===== config.mk =====
export PLATFORM = sky130hd
export DESIGN_NAME = if_fetch_ctrl
export DESIGN_NICKNAME = d
export VERILOG_FILES = /design/src/rtl/if_fetch_ctrl.sv
export SDC_FILE = /design/constraint.sdc
export NUM_CORES = 1
export LEC_CHECK = 0
export ABC_AREA = 1
export CORE_ASPECT_RATIO = 0.7
export CORE_MARGIN = 4
export CORE_UTILIZATION = 30
export CTS_CLUSTER_DIAMETER = 120
export DETAILED_ROUTE_END_ITERATION = 8
export PLACE_DENSITY = 0.55
export REMOVE_ABC_BUFFERS = 1
export SYNTH_ARGS = -nofsm -noshare
export SYNTH_HDL_FRONTEND = slang
export SYNTH_SLANG_ARGS = --single-unit

===== constraint.sdc =====
create_clock -name clk -period 7.87 [get_ports clk]
set_input_delay 0.787 -clock clk [delete_from_list [all_inputs] [get_ports clk]]
set_output_delay 0.787 -clock clk [all_outputs]
set_load 0.02 [all_outputs]

===== src/rtl/if_fetch_ctrl.sv =====
// Instruction-fetch controller: issues single-outstanding imem reads and buffers
// fetched words with their PCs in a small FIFO toward the IF/ID register.
module if_fetch_ctrl #(
    parameter int ADDR_W    = 32,
    parameter int DATA_W    = 32,
    parameter int BUF_DEPTH = 2
) (
    input  logic              clk,
    input  logic              rst,
    input  logic [ADDR_W-1:0] pc_i,
    input  logic              ce_i,
    output logic              pc_adv_o,
    input  logic              flush_i,
    output logic              imem_req_o,
    output logic [ADDR_W-1:0] imem_addr_o,
    input  logic              imem_ack_i,
    input  logic [DATA_W-1:0] imem_rdata_i,
    output logic              inst_valid_o,
    output logic [DATA_W-1:0] inst_o,
    output logic [ADDR_W-1:0] inst_pc_o,
    output logic              inst_misalign_o,
    input  logic              id_ready_i
);
    localparam int PTR_W = $clog2(BUF_DEPTH);
    localparam int CNT_W = $clog2(BUF_DEPTH + 1);

    typedef enum logic [1:0] {IDLE, REQ, DROP} state_t;

    state_t            state_reg, state_next;
    logic [ADDR_W-1:0] addr_reg, addr_next;
    logic [PTR_W-1:0]  wr_ptr_reg, wr_ptr_next;
    logic [PTR_W-1:0]  rd_ptr_reg, rd_ptr_next;
    logic [CNT_W-1:0]  count_reg, count_next;

    logic [DATA_W-1:0] inst_mem [BUF_DEPTH];
    logic [ADDR_W-1:0] pc_mem   [BUF_DEPTH];
    logic              mis_mem  [BUF_DEPTH];

    logic              push, pop, slot_free;
    logic [DATA_W-1:0] push_inst;
    logic [ADDR_W-1:0] push_pc;
    logic              push_mis;

    assign inst_valid_o    = (count_reg != '0);
    assign pop             = inst_valid_o & id_ready_i & ~flush_i;
    // A slot freed by this cycle's pop may be reused by this cycle's launch.
    assign slot_free       = (count_reg - CNT_W'(pop)) < CNT_W'(BUF_DEPTH);

    assign imem_req_o      = (state_reg != IDLE);
    assign imem_addr_o     = addr_reg;
    assign inst_o          = inst_valid_o ? inst_mem[rd_ptr_reg] : '0;
    assign inst_pc_o       = inst_valid_o ? pc_mem[rd_ptr_reg]   : '0;
    assign inst_misalign_o = inst_valid_o ? mis_mem[rd_ptr_reg]  : 1'b0;

    always_comb begin
        state_next = state_reg;
        addr_next  = addr_reg;
        push       = 1'b0;
        push_inst  = '0;
        push_pc    = '0;
        push_mis   = 1'b0;
        pc_adv_o   = 1'b0;
        if (!rst) begin
            case (state_reg)
                IDLE: begin
                    if (ce_i && !flush_i && slot_free) begin
                        pc_adv_o = 1'b1;
                        if (pc_i[1:0] == 2'b00) begin
                            addr_next  = pc_i;
                            state_next = REQ;
                        end else begin
                            // Misaligned PCs never reach memory; tag them for ID.
                            push     = 1'b1;
                            push_pc  = pc_i;
                            push_mis = 1'b1;
                        end
                    end
                end
                REQ: begin
                    if (imem_ack_i) begin
                        state_next = IDLE;
                        if (!flush_i) begin
                            push      = 1'b1;
                            push_inst = imem_rdata_i;
                            push_pc   = addr_reg;
                        end
                    end else if (flush_i) begin
                        state_next = DROP;
                    end
                end
                DROP: begin
                    if (imem_ack_i) begin
                        state_next = IDLE;
                    end
                end
                default: state_next = IDLE;
            endcase
        end
    end

    always_comb begin
        wr_ptr_next = wr_ptr_reg;
        rd_ptr_next = rd_ptr_reg;
        count_next  = count_reg;
        if (flush_i) begin
            wr_ptr_next = '0;
            rd_ptr_next = '0;
            count_next  = '0;
        end else begin
            wr_ptr_next = wr_ptr_reg + PTR_W'(push);
            rd_ptr_next = rd_ptr_reg + PTR_W'(pop);
            count_next  = count_reg + CNT_W'(push) - CNT_W'(pop);
        end
    end

    always_ff @(posedge clk) begin
        if (rst) begin
            state_reg  <= IDLE;
            addr_reg   <= '0;
            wr_ptr_reg <= '0;
            rd_ptr_reg <= '0;
            count_reg  <= '0;
        end else begin
            state_reg  <= state_next;
            addr_reg   <= addr_next;
            wr_ptr_reg <= wr_ptr_next;
            rd_ptr_reg <= rd_ptr_next;
            count_reg  <= count_next;
        end
    end

    // Storage needs no reset: the head is masked whenever count is zero.
    always_ff @(posedge clk) begin
        if (push) begin
            inst_mem[wr_ptr_reg] <= push_inst;
            pc_mem[wr_ptr_reg]   <= push_pc;
            mis_mem[wr_ptr_reg]  <= push_mis;
        end
    end
endmodule


==> After elaboration in Yosys (flattened, before gate mapping) <==
Memories as Yosys holds them, arrays and structs flattened. A register that Yosys moved wholly into a read port is not among the register bits.
Cells that the tools add are included.
{ "op_classes": {"addsub": 5, "n_lt_le_gt_ge": 1, "n_eq_ne": 6, "mux": 35, "bitwise_logic": 3, "reduce_logical": 10} }
{ "ops": {"columns": ["cell", "count"], "rows": [
  ["$mux W32", 11],
  ["$pmux W32 S2", 1],
  ["$mux W1", 16],
  ["$mux W2", 5],
  ["$ne A2 B2 Y1 const B", 3],
  ["$pmux W2 S3", 1],
  ["$logic_not A2 Y1", 2],
  ["$reduce_and A4 Y1", 1],
  ["$reduce_bool A2 Y1", 2],
  ["$sub A2 B1 Y2", 2],
  ["$ne A3 B3 Y1 const B", 1],
  ["$reduce_and A3 Y1", 1],
  ["$add A1 B1 Y1", 2],
  ["$add A2 B1 Y2", 1],
  ["$and A1 B1 Y1", 2],
  ["$eq A2 B1 Y1 const B", 1],
  ["$eq A2 B2 Y1 const B", 1],
  ["$logic_and A1 B1 Y1", 2],
  ["$lt A2 B2 Y1 const B", 1],
  ["$pmux W1 S2", 1],
  ["$reduce_or A2 Y1", 1],
  ["$logic_not A1 Y1", 1],
  ["$not A1 Y1", 1]
]} }
{ "totals": {"reg_bits": 38, "ramBits": 130, "inputBits": 70, "output_inout_bits": 100, "wordCells": 68, "memories": 3} }
{ "mem_list": {"columns": ["name", "depth", "word_bits", "read_ports", "rd_clocked_by_memory_dff", "wr", "line_no", "text"], "rows": [
  ["inst_mem", 2, 32, 1, 1, 1, "35", "logic [DATA_W-1:0] inst_mem [BUF_DEPTH];"],
  ["pc_mem", 2, 32, 1, 1, 1, "36", "logic [ADDR_W-1:0] pc_mem [BUF_DEPTH];"],
  ["mis_mem", 2, 1, 1, 1, 1, "37", "logic mis_mem [BUF_DEPTH];"]
]} }

==> Logic depth before layout (Yosys ltp) <==
Gate-level depths: netlist of run 1.
{ "logic_depth": {"ltp_word": 11, "ltp_mapped": 12, "mapped_depth_nobuf": 11} }

==> Least setup slack after synthesis of run 1 <==
Ideal clock, no wire load.
{ "synth_path": {"path_kind": "input to register", "startpoint": "in flush_i", "endpoint": "mem inst_mem[1][0] (enable)", "setup_time_ps": 430, "arrival_ps": 3008, "required_ps": 7440, "path_slack_ps": 4431, "cell_stages": 9, "n_path_buf": 1, "path_cell_list": "inv_2 nand3_1 nand2_1 buf_2 nand3b_1 nand2_1 nand2_1 inv_1 ha_1"} }
{ "synth_between": {"elab_chain_len": 10, "elab_cells_between_ends": 14, "cone_classes": "add/sub (1); order compare (1); mux (7); bitwise (2); reduce/logical (3)"} }
{ "synth_rtl": {"columns": ["item", "line_no", "text"], "rows": [
  ["from (decl)", "13", "input logic flush_i,"],
  ["$not A1 Y1", "45", "assign pop = inst_valid_o & id_ready_i & ~flush_i;"],
  ["$and A1 B1 Y1", "45", null],
  ["$sub A2 B1 Y2", "47", "assign slot_free = (count_reg - CNT_W'(pop)) < CNT_W'(BUF_DEPTH);"],
  ["$lt A2 B2 Y1", "47", null],
  ["$logic_and A1 B1 Y1", "66", "if (ce_i && !flush_i && slot_free) begin"],
  ["$mux W1", "66", null],
  ["$pmux W1 S2 (*)", "64", "case (state_reg)"],
  ["$mux W1 (*)", "63", "if (!rst) begin"],
  ["$mux W1 (*)", "134", "if (push) begin"],
  ["$mux W1 (not written as such) (*)", "135", "inst_mem[wr_ptr_reg] <= push_inst;"],
  ["to (decl)", "35", null]
]} }
Every way passes the cells marked *; elsewhere a longest branch is shown, timed or not.

==> Worst setup path after layout of run 1 <==
{ "layout_path": {"startpoint": "in imem_ack_i", "endpoint": "mem inst_mem[1][4] (enable)"} }
{ "layout_between": {"elab_chain_len": 5} }
{ "layout_rtl": {"columns": ["item", "line_no", "text"], "rows": [
  ["from (decl)", "16", "input logic imem_ack_i,"],
  ["$mux W1", "80", "if (imem_ack_i) begin"],
  ["$pmux W1 S2", "64", null],
  ["$mux W1", "63", null],
  ["$mux W1", "134", null],
  ["$mux W1 (not written as such)", "135", null]
]} }
No other way between the ends.

==> metrics, run 1 <==
crit-path cells=clkdlybuf4s50_1 > nand3_2 > nor2_4 > inv_1 > nand2_1 > nand2_1 > inv_1 > ha_4; met3 routed wirelength=1240 um; share of async-settable or async-resettable flops after synthesis=0%; number of filler cells placed in the layout=2440; fin util=40.9%; P&R area growth vs syn=32.1%; net switching fraction of the power=24.3%; number of resized instances in the post-cts repair step=0; routed wire length per instance=15.6 um; Die Span X=200 um; Mapped Avg Cell Area=8.77 um^2; number of instances in the placed design=1319; # rows=48; Hold Violations, Final=0; post-layout net count=1087; tightest slew margin relative to the limit=22.6%; total global routing track utilization=14.5%; weighted congestion reported at the end of routability-driven placement=0.726; Post-synth EDFFs=130; pin count of the biggest net entering global routing=67; source-to-sink clock delay at the later pin of the worst-skew pair=420 ps; via count of the first global-routing pass=5678; top layer reached by signal wires=met4; clock sink count=168; area of the core=25000 um^2; cell at the root of the clock tree=sky130_fd_sc_hd__clkbuf_16; TritonCTS clock tree=yes; Hold Path Origin=imem_addr_o[1]$_SDFFE_PP0P_; classification of the worst setup path=in2reg; setup slack of the most critical reg-to-reg path=4190 ps; CP Data Required Time=7910 ps; Detailed Route WL=21000 um; Max rail drop VDD=0.141 mV; cell with the most instances after synthesis=sky130_fd_sc_hd__nand2_1; proportion of power drawn by the clock network=41.8%; number of cells produced by synthesis=882; worst hold path class=reg2reg; final non-filler cell area=10200 um^2; worst-margin pin slew=1160 ps; combinational group share of total power=7.5%; CP max stage cell=sky130_fd_sc_hd__nor2_4; y dimension of the die=142 um; detailed-placement wirelength estimate=13100 um; TritonCTS Buffers=17; Worst Skew=9.45 ps; Die Outline Area=28500 um^2; Critical Path Fanout Max=65; cell area after technology mapping=7740 um^2; outcome=finished, final reports clean; Initial Util=31.0%; Inserted Diodes=0; quantity of hold-fixing buffers added after cts=0; Synth top cells by count=262 x sky130_fd_sc_hd__nand2_1, 130 x sky130_fd_sc_hd__edfxtp_1, 103 x sky130_fd_sc_hd__inv_1, 101 x sky130_fd_sc_hd__a21oi_1, 97 x sky130_fd_sc_hd__nor2_1; post-detailed-placement cell area=9650 um^2; top flip-flop cell by instance count after synthesis=sky130_fd_sc_hd__edfxtp_1; post-synthesis sequential element count=168; wire length on met2=9220 um; final number of setup-violating endpoints=0; start of the worst register-to-register path=state_reg[0]$_SDFFE_PP0P_; setup total negative slack=0 ps; Pint=1.44 mW; fraction of final layout cells with drive strength greater than 1=5.56%; Iter 0 DRT Violations=430; clock-pin slew on the worst setup and hold paths=70 ps; portion of the clock cycle consumed by the worst path in the final layout=51.8%; overall via count from detail_route=6038; filler-free cell count of the finished design=1351; met1 WL=10500 um; number of antenna-violating nets in the routed design=0; global route total overflow=0; arrival time reported for the critical path endpoint=4120 ps; Seq pwr share=50.6%; count of H-tree levels built during CTS=4; I/O pin count=170; RSZ-0062 raised after global routing=no; Yosys top cell area share=50.5%; LEAKAGE=3.54 nW; worst-case hold slack=482 ps; quantity of I/O buffers inserted on ports=169; top post-synthesis cells by area=sky130_fd_sc_hd__edfxtp_1 50%, sky130_fd_sc_hd__nand2_1 13%, sky130_fd_sc_hd__dfxtp_1 9.8%; ratio of total power to cell area=186 nW/um^2; number of antenna violations at the first check in global routing=0; CP peak stage delay=940 ps; buffers inserted by post-CTS timing repair=0; timing-limited maximum frequency=0.245 GHz; max-cap viol count=0; via-per-instance ratio=4.47; Yosys Warn Count=0; global-route wire length before repair=32100 um; kind of end point of the critical path=flop; net load switching power=0.463 mW; final number of max-transition violations=0; maximum buffer depth of the clock tree=2; kind of launch point of the worst setup path=primary input; launching instance or port of the critical path=imem_ack_i; proportion of synthesized chip area in sequential cells=60.3%; Cell variety after synth=20; # DRC=0; dominant cell type by area after synthesis=sky130_fd_sc_hd__edfxtp_1; detailed-routing iteration count for the pre-antenna-repair pass=4; minimum clock period after layout=4080 ps
==> final timing paths <==
check                                                    to  depth (start not counted)
worst max-delay path               inst_mem[1][4]$_DFFE_PP_                          8
worst min-delay path            imem_addr_o[1]$_SDFFE_PP0P_                          2
worst max register to register     inst_mem[1][4]$_DFFE_PP_                          7
worst min register to register  imem_addr_o[1]$_SDFFE_PP0P_                          2
==> cells in the final DEF (no fill, tap or decap), types with 2 or more instances in the layout <==
master                            synthesis  final
sky130_fd_sc_hd__clkbuf_16                0     17
sky130_fd_sc_hd__inv_8                    0      4
sky130_fd_sc_hd__nand4_1                 62     62
sky130_fd_sc_hd__clkdlybuf4s50_1          0    168
sky130_fd_sc_hd__edfxtp_1               130    130
sky130_fd_sc_hd__nor2_4                   1      4
sky130_fd_sc_hd__inv_2                    7      9
sky130_fd_sc_hd__ha_1                     4      2
sky130_fd_sc_hd__clkinvlp_4               0      2
sky130_fd_sc_hd__nand3_2                  2      2
sky130_fd_sc_hd__dfxtp_1                 38     37
sky130_fd_sc_hd__nor2_1                  97     96
sky130_fd_sc_hd__ha_4                     0      2
sky130_fd_sc_hd__a21oi_1                101    101
sky130_fd_sc_hd__clkinv_4                 0      3
sky130_fd_sc_hd__nand2_1                262    261
sky130_fd_sc_hd__inv_6                    0      4
sky130_fd_sc_hd__nand3_1                  7      7
sky130_fd_sc_hd__inv_1                  103    101
sky130_fd_sc_hd__buf_4                    0      5
==> power by group through the flow <==
stage | Clock [mW] | Combinational [mW] | Sequential [mW]
after floorplan | 0 | 0.0602 | 0.989
after global placement | 0 | 0.145 | 0.983
after detailed placement | 0 | 0.145 | 0.983
after CTS | 0.814 | 0.146 | 0.963
after global routing | 0.856 | 0.159 | 0.964
final | 0.796 | 0.143 | 0.963
==> per-layer routing <==
metal,vias to the layer above,global-route usage (%)
met1,2743,21.5
met5,-,0
met4,0,2.89
met3,8,3.53
li1,3139,-
met2,148,21.7
==> layout make-up <==
cell class	instances	area (um^2)	share of cell area, %
well taps	325	407	3.98
repair buffers	174	1720	16.9
flip-flops and latches	168	4670	45.7
clock buffers	18	429	4.20
clock inverters	14	138	1.35
inverters	110	413	4.04
multi-input cells	542	2440	23.9
==> per-stage QoR <==
stage          power (mW)  worst slack [ps]
2_1_floorplan        1.05              3500
3_3_place_gp         1.13              3260
3_5_place_dp         1.13              3210
4_1_cts              1.92              3660
5_1_grt              1.98              3440
6_report             1.90              3790
==> worst max-delay path: cells and delay by family <==
kind | cells | cell delay [ps]
buffers and inverters | 3 | 730
adder cells (fa/ha/maj) | 1 | 780
AND/OR/NAND/NOR | 4 | 1740
==> cells by family (layout without fill, tap and decap cells) <==
logic type	Yosys count	after routing	share of synthesized area, %
fa+ha+maj	4	4	0.647
xor+xnor	1	1	0.113
buf+inv	172	316	8.73
flops	168	168	60.3
compound gates	102	102	6.60
simple gates	435	435	23.6
Power figures use the tool's default switching activity.
==> inputs of run 2 (changes only) <==
clock period = 3.8 ns   (was 7.87 ns; I/O delays follow)
==> run 2 against run 1 <==
  * Count of clock-buffer cells in the layout unchanged
  * Sequential share of layout area decreased by 0.89 points
  * Register-to-register slack got worse by 2700 ps
  * Critical path type is now reg2out
==> metrics, run 2 (synthesis gave the netlist of run 1 again) <==
final number of setup-violating endpoints=0 (unchanged); # DRC=0 (unchanged); classification of the worst setup path=reg2out; weighted congestion reported at the end of routability-driven placement=0.723 (-0.34%); source-to-sink clock delay at the later pin of the worst-skew pair=420 ps (about the same); I/O pin count=170 (unchanged); Initial Util=31.0% (unchanged); Largest delay share family, worst path=buffers and inverters; worst hold path class=in2reg; Die Outline Area=28500 um^2 (unchanged); number of antenna violations at the first check in global routing=0 (unchanged); cell at the root of the clock tree=sky130_fd_sc_hd__clkbuf_16; Iter 0 DRT Violations=365 (-15%); Inserted Diodes=0 (unchanged); count of H-tree levels built during CTS=4 (unchanged); global route total overflow=0 (unchanged); crit-path cells=inv_2 > buf_12 > nand2_1 > a21oi_1 > clkdlybuf4s50_1; CP Data Required Time=3420 ps (-4490 ps); Detailed Route WL=22700 um (+8.1%); ratio of total power to cell area=405 nW/um^2 (+120%); y dimension of the die=142 um (unchanged); TritonCTS clock tree=yes; commonest cells after routing, fill and taps aside=261 x sky130_fd_sc_hd__nand2_1, 168 x sky130_fd_sc_hd__clkdlybuf4s50_1, 130 x sky130_fd_sc_hd__edfxtp_1; setup total negative slack=0 ps (unchanged); timing-limited maximum frequency=0.322 GHz; via-per-instance ratio=4.64 (+3.7%); Die Span X=200 um (unchanged); TritonCTS Buffers=17 (unchanged); arrival time reported for the critical path endpoint=2730 ps (-1390 ps); total chip power=4.22 mW (+120%); Worst Skew=8.02 ps (-1.43 ps); routed wire length per instance=16.7 um (+7.3%); most common cell after layout, fill and taps aside=sky130_fd_sc_hd__nand2_1; clock sink count=168 (unchanged); Hold Violations, Final=0 (unchanged); pin count of the biggest net entering global routing=62 (-7.5%); detailed-placement wirelength estimate=14600 um (+12%); count of buffering cells on the critical path with inverters included=3 (unchanged); Critical Path Fanout Max=36 (-45%); max-cap viol count=0 (unchanged); buffers inserted by post-CTS timing repair=0 (unchanged); fin util=41.7% (+0.82 points); outcome=finished, final reports clean; via count of the first global-routing pass=6153 (+8.4%); tightest slew margin relative to the limit=21.7% (-0.97 points); total global routing track utilization=15.9% (+1.4 points); minimum clock period after layout=3110 ps; quantity of I/O buffers inserted on ports=169 (unchanged); quantity of hold-fixing buffers added after cts=0 (unchanged); P&R area growth vs syn=34.7%; CP max stage cell=sky130_fd_sc_hd__clkdlybuf4s50_1; number of antenna-violating nets in the routed design=0 (unchanged); # rows=48 (unchanged); area of the core=25000 um^2 (unchanged); detailed-routing iteration count for the pre-antenna-repair pass=5 (+1); clock-pin slew on the worst setup and hold paths=60 ps (about the same); final non-filler cell area=10400 um^2 (+2.0%); worst-case hold slack=343 ps (-139 ps); fraction of final layout cells with drive strength greater than 1=6.56% (+1.0 points); LEAKAGE=3.65 nW (+3.0%); portion of the clock cycle consumed by the worst path in the final layout=81.8%; overall via count from detail_route=6313 (+4.6%); final number of max-transition violations=0 (unchanged); maximum buffer depth of the clock tree=2 (unchanged); number of resized instances in the post-cts repair step=0 (unchanged); CP peak stage delay=670 ps (-270 ps); RSZ-0062 raised after global routing=no; kind of launch point of the worst setup path=flop; kind of end point of the critical path=output pin; post-layout net count=1098 (+1.0%); worst-margin pin slew=1170 ps (+14.6 ps); global-route wire length before repair=35100 um (+9.3%); post-detailed-placement cell area=9770 um^2 (+1.2%); Max rail drop VDD=0.291 mV (+110%)
run 2: cell count changes in the layout (fill, tap and decap cells not counted):
cell | before | now
sky130_fd_sc_hd__buf_4 | 5 | 13
sky130_fd_sc_hd__inv_6 | 4 | 3
sky130_fd_sc_hd__clkinv_8 | 1 | 0
sky130_fd_sc_hd__inv_8 | 4 | 1
sky130_fd_sc_hd__clkinv_2 | 0 | 2
sky130_fd_sc_hd__bufinv_16 | 0 | 5
sky130_fd_sc_hd__buf_12 | 0 | 3
sky130_fd_sc_hd__clkinv_4 | 3 | 1
run 2: worst paths after layout:
path / from / endpoint / slack (ps) / cells after the start
worst min register to register: imem_addr_o[0]$_SDFFE_PP0P_ / imem_addr_o[0]$_SDFFE_PP0P_ / 490 / 2
worst min-delay path: rst / state_reg[1]$_SDFFE_PP0P_ / 340 / 2
worst max register to register: count_reg[0]$_SDFF_PP0_ / pc_mem[1][21]$_DFFE_PP_ / 1510 / 9
worst max-delay path: rd_ptr_reg$_SDFF_PP0_ / inst_pc_o[10] / 690 / 5
run 2: through the flow:
| stage | std cells | worst slack, ps |
|---|---|---|
| final | 1362 | 690 |
| after global placement | 1330 | 784 |
| after floorplan | 820 | -168 |
| after global routing | 1362 | 508 |
| after detailed placement | 1330 | 747 |
| after CTS | 1362 | 632 |
run 2: per-layer routing:
layer | global-route usage, % | wire [um] | vias to the layer above
li1 | - | - | 3162
met1 | 23.4 | 11400 | 2975
met2 | 24.5 | 10100 | 164
met3 | 3.17 | 1040 | 12
met4 | 3.25 | 178 | 0
met5 | 0 | 0 | -
run 2: area by class of cell:
type                    count  area, um^2
repair buffers            185        1840
multi-input cells         542        2440
clock inverters            14         221
fillers                  2463       14600
flip-flops and latches    168        4670
inverters                 110         413
clock buffers              18         429
well taps                 325         407
run 2: worst register-to-register path, stage by stage, from the launching register on:
cell and delay, ps:
sky130_fd_sc_hd__dfxtp_1 320, sky130_fd_sc_hd__inv_1 70, sky130_fd_sc_hd__nand3_1 70, sky130_fd_sc_hd__nand2_2 300, sky130_fd_sc_hd__nand3b_1 140, sky130_fd_sc_hd__nand2_1 80, sky130_fd_sc_hd__nand2_1 70, sky130_fd_sc_hd__inv_1 150
sky130_fd_sc_hd__ha_4 460, sky130_fd_sc_hd__buf_12 290
run 2: where the power goes:
part | internal (mW) | total [mW] | switching (mW) | leakage [nW]
logic | 0.135 | 0.308 | 0.174 | 1.82
clock network | 1.18 | 1.92 | 0.742 | 0.313
registers | 1.98 | 2.00 | 0.0129 | 1.51
total | 3.29 | 4.22 | 0.929 | 3.65
==> inputs of run 3 (changes only) <==
PLACE_DENSITY = 0.57   (was 0.55)
clock period = 2.8 ns   (was 3.8 ns; I/O delays follow)
==> run 3 against run 2 <==
  * First-iteration DRC count up 25%
  * Global-route usage down 0.36 points
  * Worst hold slack worse by 110 ps
  * Count of clock-buffer cells in the layout unchanged
  * Wire length down 2.6%
  * Cell area up 0.29%
  * Critical path type unchanged
==> metrics, run 3 (synthesis gave the netlist of run 1 again) <==
outcome=finished, final reports clean; TritonCTS Buffers=17 (unchanged); net switching fraction of the power=22.9% (+0.87 points); overall via count from detail_route=6348 (+0.55%); kind of launch point of the worst setup path=flop; P&R area growth vs syn=35.1%; RSZ-0062 raised after global routing=no; max-cap viol count=0 (unchanged); proportion of power drawn by the clock network=42.5% (-3.0 points); post-layout net count=1104 (+0.55%); launching instance or port of the critical path=count_reg[1]$_SDFF_PP0_; worst hold path class=in2reg; setup slack of the most critical reg-to-reg path=840 ps (-670 ps); classification of the worst setup path=reg2out; Hold Violations, Final=0 (unchanged); clock-pin slew on the worst setup and hold paths=60 ps (about the same); Worst Skew=14.6 ps (+6.60 ps); kind of end point of the critical path=output pin; via-per-instance ratio=4.64 (+0.11%); total global routing track utilization=15.5% (-0.36 points); Initial Util=31.0% (unchanged); global route total overflow=0 (unchanged); TritonCTS clock tree=yes; Die Span X=200 um (unchanged); RR Endpoint=inst_mem[0][14]$_DFFE_PP_; number of antenna-violating nets in the routed design=0 (unchanged); commonest cells after routing, fill and taps aside=261 x sky130_fd_sc_hd__nand2_1, 164 x sky130_fd_sc_hd__clkdlybuf4s50_1, 130 x sky130_fd_sc_hd__edfxtp_1; pin count of the biggest net entering global routing=64 (+3.2%); net load switching power=1.24 mW (+34%); y dimension of the die=142 um (unchanged); Hold Path Origin=rst; most common cell after layout, fill and taps aside=sky130_fd_sc_hd__nand2_1; count of H-tree levels built during CTS=4 (unchanged); detailed-placement wirelength estimate=14400 um (-1.3%); area of the core=25000 um^2 (unchanged); end point of the worst hold path=state_reg[0]$_SDFFE_PP0P_; r2r worst-path depth=9 (unchanged); worst-margin pin slew=696 ps (-478 ps); fraction of final layout cells with drive strength greater than 1=7.19% (+0.63 points); timing-limited maximum frequency=0.382 GHz; Pint=4.20 mW (+28%); Seq pwr share=49.7% (+2.5 points); cell at the root of the clock tree=sky130_fd_sc_hd__clkbuf_16; minimum clock period after layout=2620 ps; via count of the first global-routing pass=6115 (-0.62%); least setup slack across all paths after layout=184 ps (-506 ps); number of instances on the worst hold path=2 (unchanged); detailed-routing iteration count for the pre-antenna-repair pass=5 (unchanged); # rows=48 (unchanged); final number of max-transition violations=0 (unchanged); CP Data Required Time=2520 ps (-900 ps); number of antenna violations at the first check in global routing=0 (unchanged); global-route wire length before repair=34300 um (-2.2%); quantity of I/O buffers inserted on ports=169 (unchanged); Max rail drop VDD=0.387 mV (+33%); ratio of total power to cell area=521 nW/um^2 (+29%); routed wire length per instance=16.2 um (-3.0%); number of filler cells placed in the layout=2438 (-1.0%); arrival time reported for the critical path endpoint=2340 ps (-390 ps); clock sink count=168 (unchanged); Inserted Diodes=0 (unchanged); CP peak stage delay=660 ps (about the same); LEAKAGE=3.71 nW (+1.8%); CP max stage cell=sky130_fd_sc_hd__clkdlybuf4s50_1; Detailed Route WL=22200 um (-2.6%); maximum buffer depth of the clock tree=2 (unchanged); weighted congestion reported at the end of routability-driven placement=0.748 (+3.4%); quantity of hold-fixing buffers added after cts=0 (unchanged); Critical Path Fanout Max=49 (+36%); final non-filler cell area=10500 um^2 (+0.29%); combinational group share of total power=7.8% (+0.5 points); # DRC=0 (unchanged); tightest slew margin relative to the limit=53.6% (+32 points); portion of the clock cycle consumed by the worst path in the final layout=93.4%; pre-CTS setup slack=368 ps (-379 ps); start of the worst register-to-register path=state_reg[0]$_SDFFE_PP0P_; I/O pin count=170 (unchanged); post-detailed-placement cell area=9870 um^2 (+0.95%); Die Outline Area=28500 um^2 (unchanged); worst-case hold slack=232 ps (-111 ps); Iter 0 DRT Violations=456 (+25%); final number of setup-violating endpoints=0 (unchanged); crit-path cells=inv_1 > nand2_1 > inv_2 > buf_12 > a21oi_1 > clkdlybuf4s50_1; source-to-sink clock delay at the later pin of the worst-skew pair=420 ps (about the same)
## run 3: cell count changes in the layout (fill, tap and decap cells not counted), moves of 3 or more
| cell | change |
|---|---|
| sky130_fd_sc_hd__buf_4 | +3 |
| sky130_fd_sc_hd__clkdlybuf4s50_1 | -4 |
| sky130_fd_sc_hd__buf_12 | +4 |
| sky130_fd_sc_hd__dlymetal6s2s_1 | +3 |
| sky130_fd_sc_hd__bufinv_16 | -3 |
## run 3: critical path: cells and delay by family (launching register included)
family | cells | cell delay, ps
buffers and inverters | 4 | 1120
DFF | 1 | 380
AOI/OAI and AO/OA | 1 | 250
and+or+nand+nor | 1 | 120
## run 3: worst max path at each step
stage / to / slack [ps] / depth (start not counted)
floorplan: inst_mem[1][0]$_DFFE_PP_ / -1090 / 7
global placement: inst_mem[0][19]$_DFFE_PP_ / 410 / 10
detailed placement: inst_mem[0][19]$_DFFE_PP_ / 370 / 10
CTS: inst_o[22] / 60 / 6
global route: inst_pc_o[10] / 10 / 6
finish: inst_pc_o[11] / 180 / 6
## run 3: timing repair
item,4_1_cts,5_1_grt
gates resized for setup,0,4
setup buffers,0,0
endpoints found under the setup margin,0,4
## run 3: stage by stage
| stage | TNS [ps] | std cells | util, % | total power [mW] |
|---|---|---|---|---|
| 6_report | 0 | 1368 | 41.8 | 5.45 |
| 5_1_grt | 0 | 1368 | 41.8 | 5.66 |
| 4_1_cts | 0 | 1368 | 41.8 | 5.50 |
| 3_5_place_dp | 0 | 1336 | 39.5 | 3.19 |
| 3_3_place_gp | 0 | 1336 | 39.5 | 3.19 |
| 2_1_floorplan | -155270 | 820 | - | 2.95 |
## run 3: final cells by class
cell class	count	area [um^2]	share of cell area (%)
Clock buffer	18	429	4.10
Multi-Input combinational cell	542	2450	23.4
Sequential cell	168	4670	44.7
Timing Repair Buffer	191	1940	18.6
Clock inverter	14	148	1.41
Inverter	110	413	3.95
Tap cell	325	407	3.89
## run 3: metal layers
metal  global-route usage [%]  share of wire (%)  wire, um  vias up
li1                         -                  -         -     3171
met1                     22.5                 49     10900     2982
met2                     23.8                 44      9750      176
met3                     3.53                5.6      1240       19
met4                     3.54                1.2       270        0
met5                        0                  0         0        -
## run 3: power groups by stage
stage	logic (mW)	clock network (mW)	registers (mW)
floorplan	0.169	0	2.78
global placement	0.426	0	2.76
detailed placement	0.428	0	2.76
CTS	0.430	2.36	2.71
global route	0.470	2.48	2.71
finish	0.424	2.31	2.71
